$ cat src/rtl/cpu_defs.sv
// rtl/cpu_defs.sv - shared execute-stage definitions for the divider and HI/LO write path
//
// Purpose: state encoding of the divide FSM, divide latency constant and the
//          HI/LO write-enable codes shared with MTHI/MTLO decode.
// Ports:   none (package).

package cpu_defs;

  localparam int DIV_WIDTH  = 32;
  localparam int DIV_CYCLES = DIV_WIDTH;

  // {hi_we, lo_we}
  localparam logic [1:0] HILO_WE_NONE = 2'b00;
  localparam logic [1:0] HILO_WE_LO   = 2'b01;
  localparam logic [1:0] HILO_WE_HI   = 2'b10;
  localparam logic [1:0] HILO_WE_BOTH = 2'b11;

  typedef enum logic [1:0] {
    IDLE  = 2'd0,
    DIV   = 2'd1,
    DZERO = 2'd2,
    DONE  = 2'd3
  } div_state_t;

endpackage

$ cat src/rtl/div_step.sv
// rtl/div_step.sv - one combinational radix-2 restoring division iteration
//
// Purpose: shifts {rem, quo} left by one, trial-subtracts the divisor and
//          keeps the difference when it is non-negative.
// Ports:
//   rem_in   partial remainder before the step
//   quo_in   quotient register before the step (still holds unshifted dividend bits)
//   divisor  divisor magnitude
//   rem_out  partial remainder after the step
//   quo_out  quotient register after the step

module div_step #(
  parameter int WIDTH = 32
) (
  input  logic [WIDTH-1:0] rem_in,
  input  logic [WIDTH-1:0] quo_in,
  input  logic [WIDTH-1:0] divisor,
  output logic [WIDTH-1:0] rem_out,
  output logic [WIDTH-1:0] quo_out
);

  logic [WIDTH:0] shifted;
  logic [WIDTH:0] diff;

  // The remainder is always below the divisor, so the shifted value fits in
  // WIDTH+1 bits and the extra MSB of the difference is the borrow/sign.
  assign shifted = {rem_in, quo_in[WIDTH-1]};
  assign diff    = shifted - {1'b0, divisor};

  always_comb begin
    rem_out = shifted[WIDTH-1:0];
    quo_out = {quo_in[WIDTH-2:0], 1'b0};
    if (!diff[WIDTH]) begin
      rem_out    = diff[WIDTH-1:0];
      quo_out[0] = 1'b1;
    end
  end

endmodule

$ cat src/rtl/div_unit.sv
// rtl/div_unit.sv - multi-cycle restoring DIV/DIVU unit feeding the HI/LO register file
//
// Purpose: divides opdata1 by opdata2 one bit per cycle; quotient to lo,
//          remainder to hi, with a one-cycle hilo_we = 2'b11 write pulse.
// Ports:
//   clk, rst    clock and synchronous active-high reset
//   start       division request, sampled only in IDLE
//   signed_div  1 = DIV (two's complement), 0 = DIVU
//   annul       flush; aborts a running operation without a write
//   opdata1     dividend (rs)
//   opdata2     divisor (rt)
//   busy        high during the iterative phase, stalls the pipeline
//   done        one-cycle completion pulse
//   hilo_we     {hi_we, lo_we}, 2'b11 only in the done cycle
//   hi, lo      remainder and quotient, held until the next completion

module div_unit
  import cpu_defs::*;
#(
  parameter int WIDTH = 32
) (
  input  logic             clk,
  input  logic             rst,
  input  logic             start,
  input  logic             signed_div,
  input  logic             annul,
  input  logic [WIDTH-1:0] opdata1,
  input  logic [WIDTH-1:0] opdata2,
  output logic             busy,
  output logic             done,
  output logic [1:0]       hilo_we,
  output logic [WIDTH-1:0] hi,
  output logic [WIDTH-1:0] lo
);

  localparam int CW = (WIDTH > 1) ? $clog2(WIDTH) : 1;

  div_state_t state, state_nxt;

  logic [CW-1:0]    cnt;
  logic [WIDTH-1:0] rem, quo, dvsr;
  logic             neg_q, neg_r;

  logic [WIDTH-1:0] rem_nxt, quo_nxt;
  logic [WIDTH-1:0] mag1, mag2;
  logic             sign1, sign2;
  logic             last_step;
  logic             accept;

  assign sign1 = signed_div & opdata1[WIDTH-1];
  assign sign2 = signed_div & opdata2[WIDTH-1];
  // The most negative value maps onto itself, which as an unsigned magnitude
  // is exactly right, so the overflow case needs no special handling.
  assign mag1  = sign1 ? -opdata1 : opdata1;
  assign mag2  = sign2 ? -opdata2 : opdata2;

  assign accept    = (state == IDLE) && start && !annul;
  assign last_step = (cnt == CW'(WIDTH - 1));

  div_step #(.WIDTH(WIDTH)) u_step (
    .rem_in  (rem),
    .quo_in  (quo),
    .divisor (dvsr),
    .rem_out (rem_nxt),
    .quo_out (quo_nxt)
  );

  always_ff @(posedge clk) begin
    if (rst) begin
      state <= IDLE;
    end else begin
      state <= state_nxt;
    end
  end

  // Next state plus outputs decoded from state alone.
  always_comb begin
    state_nxt = state;
    busy      = 1'b0;
    done      = 1'b0;
    hilo_we   = HILO_WE_NONE;
    unique case (state)
      IDLE: begin
        if (accept) begin
          state_nxt = (opdata2 == '0) ? DZERO : DIV;
        end
      end
      DIV: begin
        busy = 1'b1;
        if (annul) begin
          state_nxt = IDLE;
        end else if (last_step) begin
          state_nxt = DONE;
        end
      end
      DZERO: begin
        state_nxt = annul ? IDLE : DONE;
      end
      DONE: begin
        // annul cannot cancel a write that is already being presented.
        done      = 1'b1;
        hilo_we   = HILO_WE_BOTH;
        state_nxt = IDLE;
      end
      default: state_nxt = IDLE;
    endcase
  end

  always_ff @(posedge clk) begin
    if (rst) begin
      cnt   <= '0;
      rem   <= '0;
      quo   <= '0;
      dvsr  <= '0;
      neg_q <= 1'b0;
      neg_r <= 1'b0;
      hi    <= '0;
      lo    <= '0;
    end else begin
      unique case (state)
        IDLE: begin
          if (accept && (opdata2 != '0)) begin
            dvsr  <= mag2;
            quo   <= mag1;
            rem   <= '0;
            cnt   <= '0;
            neg_q <= sign1 ^ sign2;
            neg_r <= sign1;
          end
        end
        DIV: begin
          if (!annul) begin
            rem <= rem_nxt;
            quo <= quo_nxt;
            cnt <= cnt + CW'(1);
            if (last_step) begin
              lo <= neg_q ? -quo_nxt : quo_nxt;
              hi <= neg_r ? -rem_nxt : rem_nxt;
            end
          end
        end
        DZERO: begin
          if (!annul) begin
            hi <= '0;
            lo <= '0;
          end
        end
        default: ;
      endcase
    end
  end

endmodule

$ cat config.mk
export PLATFORM = sky130hd
export DESIGN_NAME = div_unit
export DESIGN_NICKNAME = d
export VERILOG_FILES = /design/src/rtl/cpu_defs.sv /design/src/rtl/div_step.sv /design/src/rtl/div_unit.sv
export SDC_FILE = /design/constraint.sdc
export NUM_CORES = 1
export LEC_CHECK = 0
export ABC_AREA = 1
export ABC_CLOCK_PERIOD_IN_PS = 4700
export CORE_MARGIN = 2
export CORE_UTILIZATION = 55
export DETAILED_ROUTE_END_ITERATION = 7
export PLACE_DENSITY = 0.78
export SLEW_MARGIN = 20
export SYNTH_ARGS = -nofsm -noshare
export SYNTH_HDL_FRONTEND = slang
export SYNTH_HIERARCHICAL = 1
export SYNTH_SLANG_ARGS = --single-unit
$ cat constraint.sdc
create_clock -name clk -period 4.7 [get_ports clk]
set_input_delay 0.94 -clock clk [delete_from_list [all_inputs] [get_ports clk]]
set_output_delay 0.94 -clock clk [all_outputs]
set_load 0.1 [all_outputs]
==> qor.txt, run 1 <==
Status - finished, final reports clean
Setup violations, final - 0
Hpwl dp - 33300 µm
Slew Limit Headroom - 31.9%
Initial antenna violation count - 0
Place WS - 838 ps
Final period util - 83.6%
Startpoint types - register
Netlist cell types - 45
Ys flop type - dfxtp_1
Post-CTS sizing - 0
Max clock buf depth - 2
WP data required - 5060 ps
Core Footprint - 24200 µm²
Worst-path fanout max - 36
Maximum VDD drop - 0.367 mV
Final Routed Wirelength - 42800 µm
YS warnings - 6
Initial DRC Count - 1483
Total GRT Usage - 32.8%
Largest net degree at the start of global routing - 71
Most frequent cells in the layout - 727 x nand2_1, 281 x nor2_1, 268 x inv_1
Cells after Synth - 2321
Slew Viols, Final - 0
CTS tree - built
Diodes inserted - 0
Final hold violations - 0
Worst-Margin Slew - 1020 ps
I/O Buffers - 136
Congestion Overflow GR - 0
Clk_lat worst skew - 430 ps
# IOs - 137
Cells after DPL - 2678
Clock-pin slew on the worst setup and hold paths - 70 ps
Die H - 160 µm
LEAKAGE - 7.07 nW
Syn Std Cell Area - 13400 µm²
Critical path endpoint category - register
Syn Area/Cell - 5.79 µm²
RSZ-0062 raised after global routing - no
Seq/Total Area, Yosys - 25.2%
Vias per cell - 5.42
Initial core utilization - 55.6%
Hold Path Class - reg2reg
Layout cells sized above 1 - 4.40%
Achievable Freq - 254 MHz
Via count of the routed design - 14700
Clock Root Buffer - clkbuf_16
Max capacitance violation total - 0
Placer Congestion - 0.969
Number of H-tree levels - 4
Nets@finish - 2486
Commonest non-fill, non-tap cell in the layout - nand2_1
Synth Net Count - 2434
Final WS setup - 769 ps
Routed Antenna Nets - 0
Post-Layout Cell Count - 2710
Tmin final - 3930 ps
Row Count - 57
Die Footprint - 25700 µm²
Crit path DAT - 4290 ps
EDFF count, synth - 0
Global-route wire length before repair - 68300 µm
# Post-CTS Setup Buffers - 0
Post-synthesis async set-or-reset flop share - 0%
Cts bufs inserted - 17
Skew final - 14.7 ps
Residual DRC - 0
CTS sink cnt - 169
Area delta synth->final - 13.5%
Die X - 160 µm
Routed len/inst - 15.8 µm
Hold-fix buffer count after cts - 0
Critical path class - reg2reg
Vias in the first global route - 13100
Power per cell area - 458 nW/µm²
Synth Register Bits - 169
Setup TNS Final - 0 ps
Initial DRT Pass Iterations - 5
[metal layers]
layer  up-vias  part of all wire [%]  track usage [%]
met3        64                   6.4             4.60
met4         0                   2.3             8.60
met5         -                     0                0
li1       7449                     -                -
met1      6665                    46             45.9
met2       506                    45             53.0
[cell families (layout without fill, tap and decap cells)]
| group | count (synthesis) | in the layout | share of synthesized area, % |
|---|---|---|---|
| XOR/XNOR | 46 | 46 | 3.00 |
| AO/OA/AOI/OAI | 336 | 336 | 13.5 |
| buffers and inverters | 390 | 455 | 12.5 |
| flip-flops | 169 | 169 | 25.2 |
| AND/OR/NAND/NOR | 1336 | 1336 | 41.7 |
| adder cells (fa/ha/maj) | 44 | 44 | 4.16 |
[through the flow]
stage | instance area (µm²) | utilization (%) | hold WS, ps | power, mW
after floorplan | 13400 | - | 443 | 4.65
final | 15200 | 63.1 | 462 | 6.98
after global placement | 14600 | 60.5 | 452 | 5.39
after CTS | 15200 | 63.1 | 465 | 6.91
after detailed placement | 14600 | 60.5 | 454 | 5.43
after global routing | 15200 | 63.1 | 476 | 7.46
[power breakdown]
group	switching, mW	leakage [nW]	internal, mW
combinational	2.63	5.41	1.03
clock	0.668	0.289	0.809
sequential	0.213	1.37	1.62
[Yosys cell counts (10+ instances only)]
library cell | instances | area (µm²)
nand3b_1 | 13 | 97.6
buf_2 | 17 | 85.1
nand2_2 | 18 | 113
nand4_1 | 27 | 169
a21oi_1 | 182 | 911
dfxtp_1 | 169 | 3380
buf_4 | 36 | 270
inv_1 | 268 | 1010
o21ai_0 | 112 | 561
ha_1 | 43 | 538
nor3_1 | 11 | 55.1
o21bai_1 | 10 | 75.1
xor2_1 | 43 | 377
nor2_1 | 282 | 1060
a21oi_2 | 11 | 96.3
clkbuf_1 | 52 | 195
nand2_1 | 727 | 2730
nand3_1 | 223 | 1120
[flip-flops by register name, summed over array words and instances (netlist names)]
signal	count
dvsr	32
hi	32
lo	32
quo	32
rem	32
cnt	5
state	2
neg_q	1
neg_r	1
[cell type report]
cell class                 instances  area (µm²)
multi-input combinational       1762        8370
inverter                         275        1030
clock buffer                      18         429
fill                            2445        8930
timing repair buffer             148        1450
tap                              324         405
clock inverter                    14         184
sequential                       169        3380
[critical path, cell delays in order, from the launching register on]
cell,delay [ps]
dfxtp_1,370
inv_1,60
ha_1,220
fa_1,400
inv_1,110
nand2_1,60
nand2_1,70
nand3_1,80
nand2_2,120
nand2_1,70
nand2_2,80
nand2_2,70
nand3_1,110
nand2_4,250
nand2_1,130
nand2_1,110
inv_1,90
ha_1,180
nand3_1,130
nor2_1,220
nand3_1,190
o21ai_1,350
nand2_1,100
nand2_1,70
nand3_1,70
a21oi_1,140
[worst paths after layout]
path	from	cells after the start	slack [ps]	endpoint
min	hi[1]	2	460	hi[1]
max reg2reg	quo[31]	25	770	hi[24]
max	quo[31]	25	770	hi[24]
min reg2reg	hi[1]	2	460	hi[1]
(Power assumes the default switching activity.)
==> inputs of run 2 (changes only) <==
- ABC_CLOCK_PERIOD_IN_PS: 4700 -> 4120
- clock period: 4.7 -> 4.12 ns (I/O delays scaled with it)
==> run 2 against run 1 <==
Net effect:
- core utilization up 0.18 points
- largest power group unchanged
- routed wire length is 0.29% higher
- via count increased by 1.5%
- sequential power up 14%
- worst hold slack improved by 1.8 ps
==> qor.txt, run 2 (same netlist as run 1, synthesis figures left out) <==
Status - finished, final reports clean
Post-Layout Cell Count - 2718
Most frequent cells in the layout - 727 x nand2_1, 280 x nor2_1, 268 x inv_1
WHS Endpoint - lo[8]
Vias per cell - 5.49
CP Cell Sequence - inv_1 > ha_1 > fa_1 > inv_1 > nand2_1 > nand2_1 > nand3_1 > nand2_2 > nand2_1 > nand2_2 > nand2_2 > nand3_1 > nand2_4 > buf_4 > inv_1 > ha_1 > nand3_1 > nand2_1 > nand3_1 > nor2_1 > nand3_1 > nand2_1 > nand3_1 > a21oi_1
Max capacitance violation total - 0
Critical-path top delay cell - fa_1
Via count of the routed design - 14900
Worst hold start - lo[8]
Row Count - 57
Critical path class - reg2reg
Maximum VDD drop - 0.404 mV
Area delta synth->final - 13.9%
# IOs - 137
Placed inst area - 14700 µm²
Reg power frac - 26.4%
Initial DRT Pass Iterations - 7
Hold Path Cell Cnt - 2
Routed len/inst - 15.8 µm
Reg2Reg Depth - 24
CTS tree - built
Congestion Overflow GR - 0
Max clock buf depth - 2
Layout cells sized above 1 - 4.85%
Crit path DAT - 4100 ps
CP max stage delay - 400 ps
LEAKAGE - 7.11 nW
Cells after DPL - 2686
Worst r2r dst - lo[28]
Worst r2r src - quo[31]
Slew Viols, Final - 0
Die Footprint - 25700 µm²
Clk_lat worst skew - 440 ps
Clock Root Buffer - clkbuf_16
Core Footprint - 24200 µm²
Skew final - 20.7 ps
Largest net degree at the start of global routing - 100
Final Routed Wirelength - 42900 µm
Tot Pwr - 7.92 mW
Final Cell Area - 15300 µm²
Achievable Freq - 267 MHz
Cell mode on critical path - nand3_1
CTS sink cnt - 169
Initial core utilization - 55.6%
Final hold violations - 0
Worst-Margin Slew - 1050 ps
Tmin final - 3750 ps
Hpwl dp - 33600 µm
Setup TNS Final - 0 ps
WP data required - 4470 ps
Routed Antenna Nets - 0
Hold Path Class - reg2reg
RSZ-0062 raised after global routing - no
R2R Setup Slk - 370 ps
Residual DRC - 0
Critical path endpoint category - register
Power per cell area - 518 nW/µm²
Diodes inserted - 0
NetSw - 4.04 mW
Finished Core Util - 63.2%
Initial antenna violation count - 1
Slew Limit Headroom - 29.9%
Comb pwr share - 53.2%
Int Pwr - 3.88 mW
Nets@finish - 2494
Initial DRC Count - 1509
Total GRT Usage - 32.9%
Sw Share - 51.0%
Vias in the first global route - 13200
Clock-pin slew on the worst setup and hold paths - 80 ps
Setup violations, final - 0
Die H - 160 µm
Final period util - 90.9%
Number of H-tree levels - 4
Placer Congestion - 0.991
Cts bufs inserted - 17
Startpoint types - register
Commonest non-fill, non-tap cell in the layout - nand2_1
Die X - 160 µm
I/O Buffers - 136
Global-route wire length before repair - 68300 µm
Clock share of power - 20.3%
Worst-path fanout max - 22
==> run 2: cell count changes in the layout (fill, tap and decap cells not counted), sizes merged <==
cell      before  now
inv          279  281
buf           14   22
clkinv         5    7
clkinvlp       3    1
bufinv         2    0
==> run 2: metrics by stage <==
step,setup slack (ps),hold WS [ps]
global placement,584,452
finish,375,464
floorplan,821,443
detailed placement,445,455
CTS,411,467
global route,18.5,478
==> run 2: timing repair <==
| item | 4_1_cts | 5_1_grt |
|---|---|---|
| endpoints found under the setup margin | 0 | 4 |
| hold buffers | 0 | 0 |
| buffers inserted | 0 | 0 |
| gates resized for setup | 0 | 2 |
==> run 2: how the worst max path moves through the flow <==
stage	cells after the start	startpoint	slack [ps]	endpoint
2_1_floorplan	25	quo[31]	820	hi[20]
3_3_place_gp	24	quo[31]	580	hi[28]
3_5_place_dp	24	quo[31]	450	lo[28]
4_1_cts	24	quo[31]	410	lo[28]
5_1_grt	27	quo[31]	20	hi[22]
6_report	24	quo[31]	370	lo[28]
==> run 2: layout make-up <==
class / instances / area [µm²]
clock inverter: 14 / 153
fill: 2381 / 8890
sequential: 169 / 3380
clock buffer: 18 / 439
tap: 324 / 405
multi-input combinational: 1762 / 8370
inverter: 275 / 1030
timing repair buffer: 156 / 1510
==> run 2: layer usage <==
| metal | share of wire (%) | GRT usage, % | vias to the layer above |
|---|---|---|---|
| li1 | - | - | 7477 |
| met1 | 45 | 45.8 | 6773 |
| met2 | 44 | 52.4 | 578 |
| met3 | 7.1 | 3.82 | 83 |
| met4 | 3.4 | 12.3 | 0 |
| met5 | 0 | 0 | - |
==> run 2: worst max-delay path: cells and delay by family, from the launching register on <==
| kind | cells | cell delay [ps] |
|---|---|---|
| AND/OR/NAND/NOR | 16 | 1830 |
| buffers and inverters | 4 | 510 |
| AO/OA/AOI/OAI | 1 | 130 |
| adder cells (fa/ha/maj) | 3 | 820 |
| flip-flops | 1 | 360 |
==> run 2: power by group through the flow <==
| stage | registers, mW | logic, mW | clock network (mW) |
|---|---|---|---|
| 2_1_floorplan | 2.26 | 3.05 | 0 |
| 3_3_place_gp | 2.11 | 4.07 | 0 |
| 3_5_place_dp | 2.12 | 4.11 | 0 |
| 4_1_cts | 2.08 | 4.13 | 1.62 |
| 5_1_grt | 2.12 | 4.64 | 1.68 |
| 6_report | 2.09 | 4.22 | 1.61 |
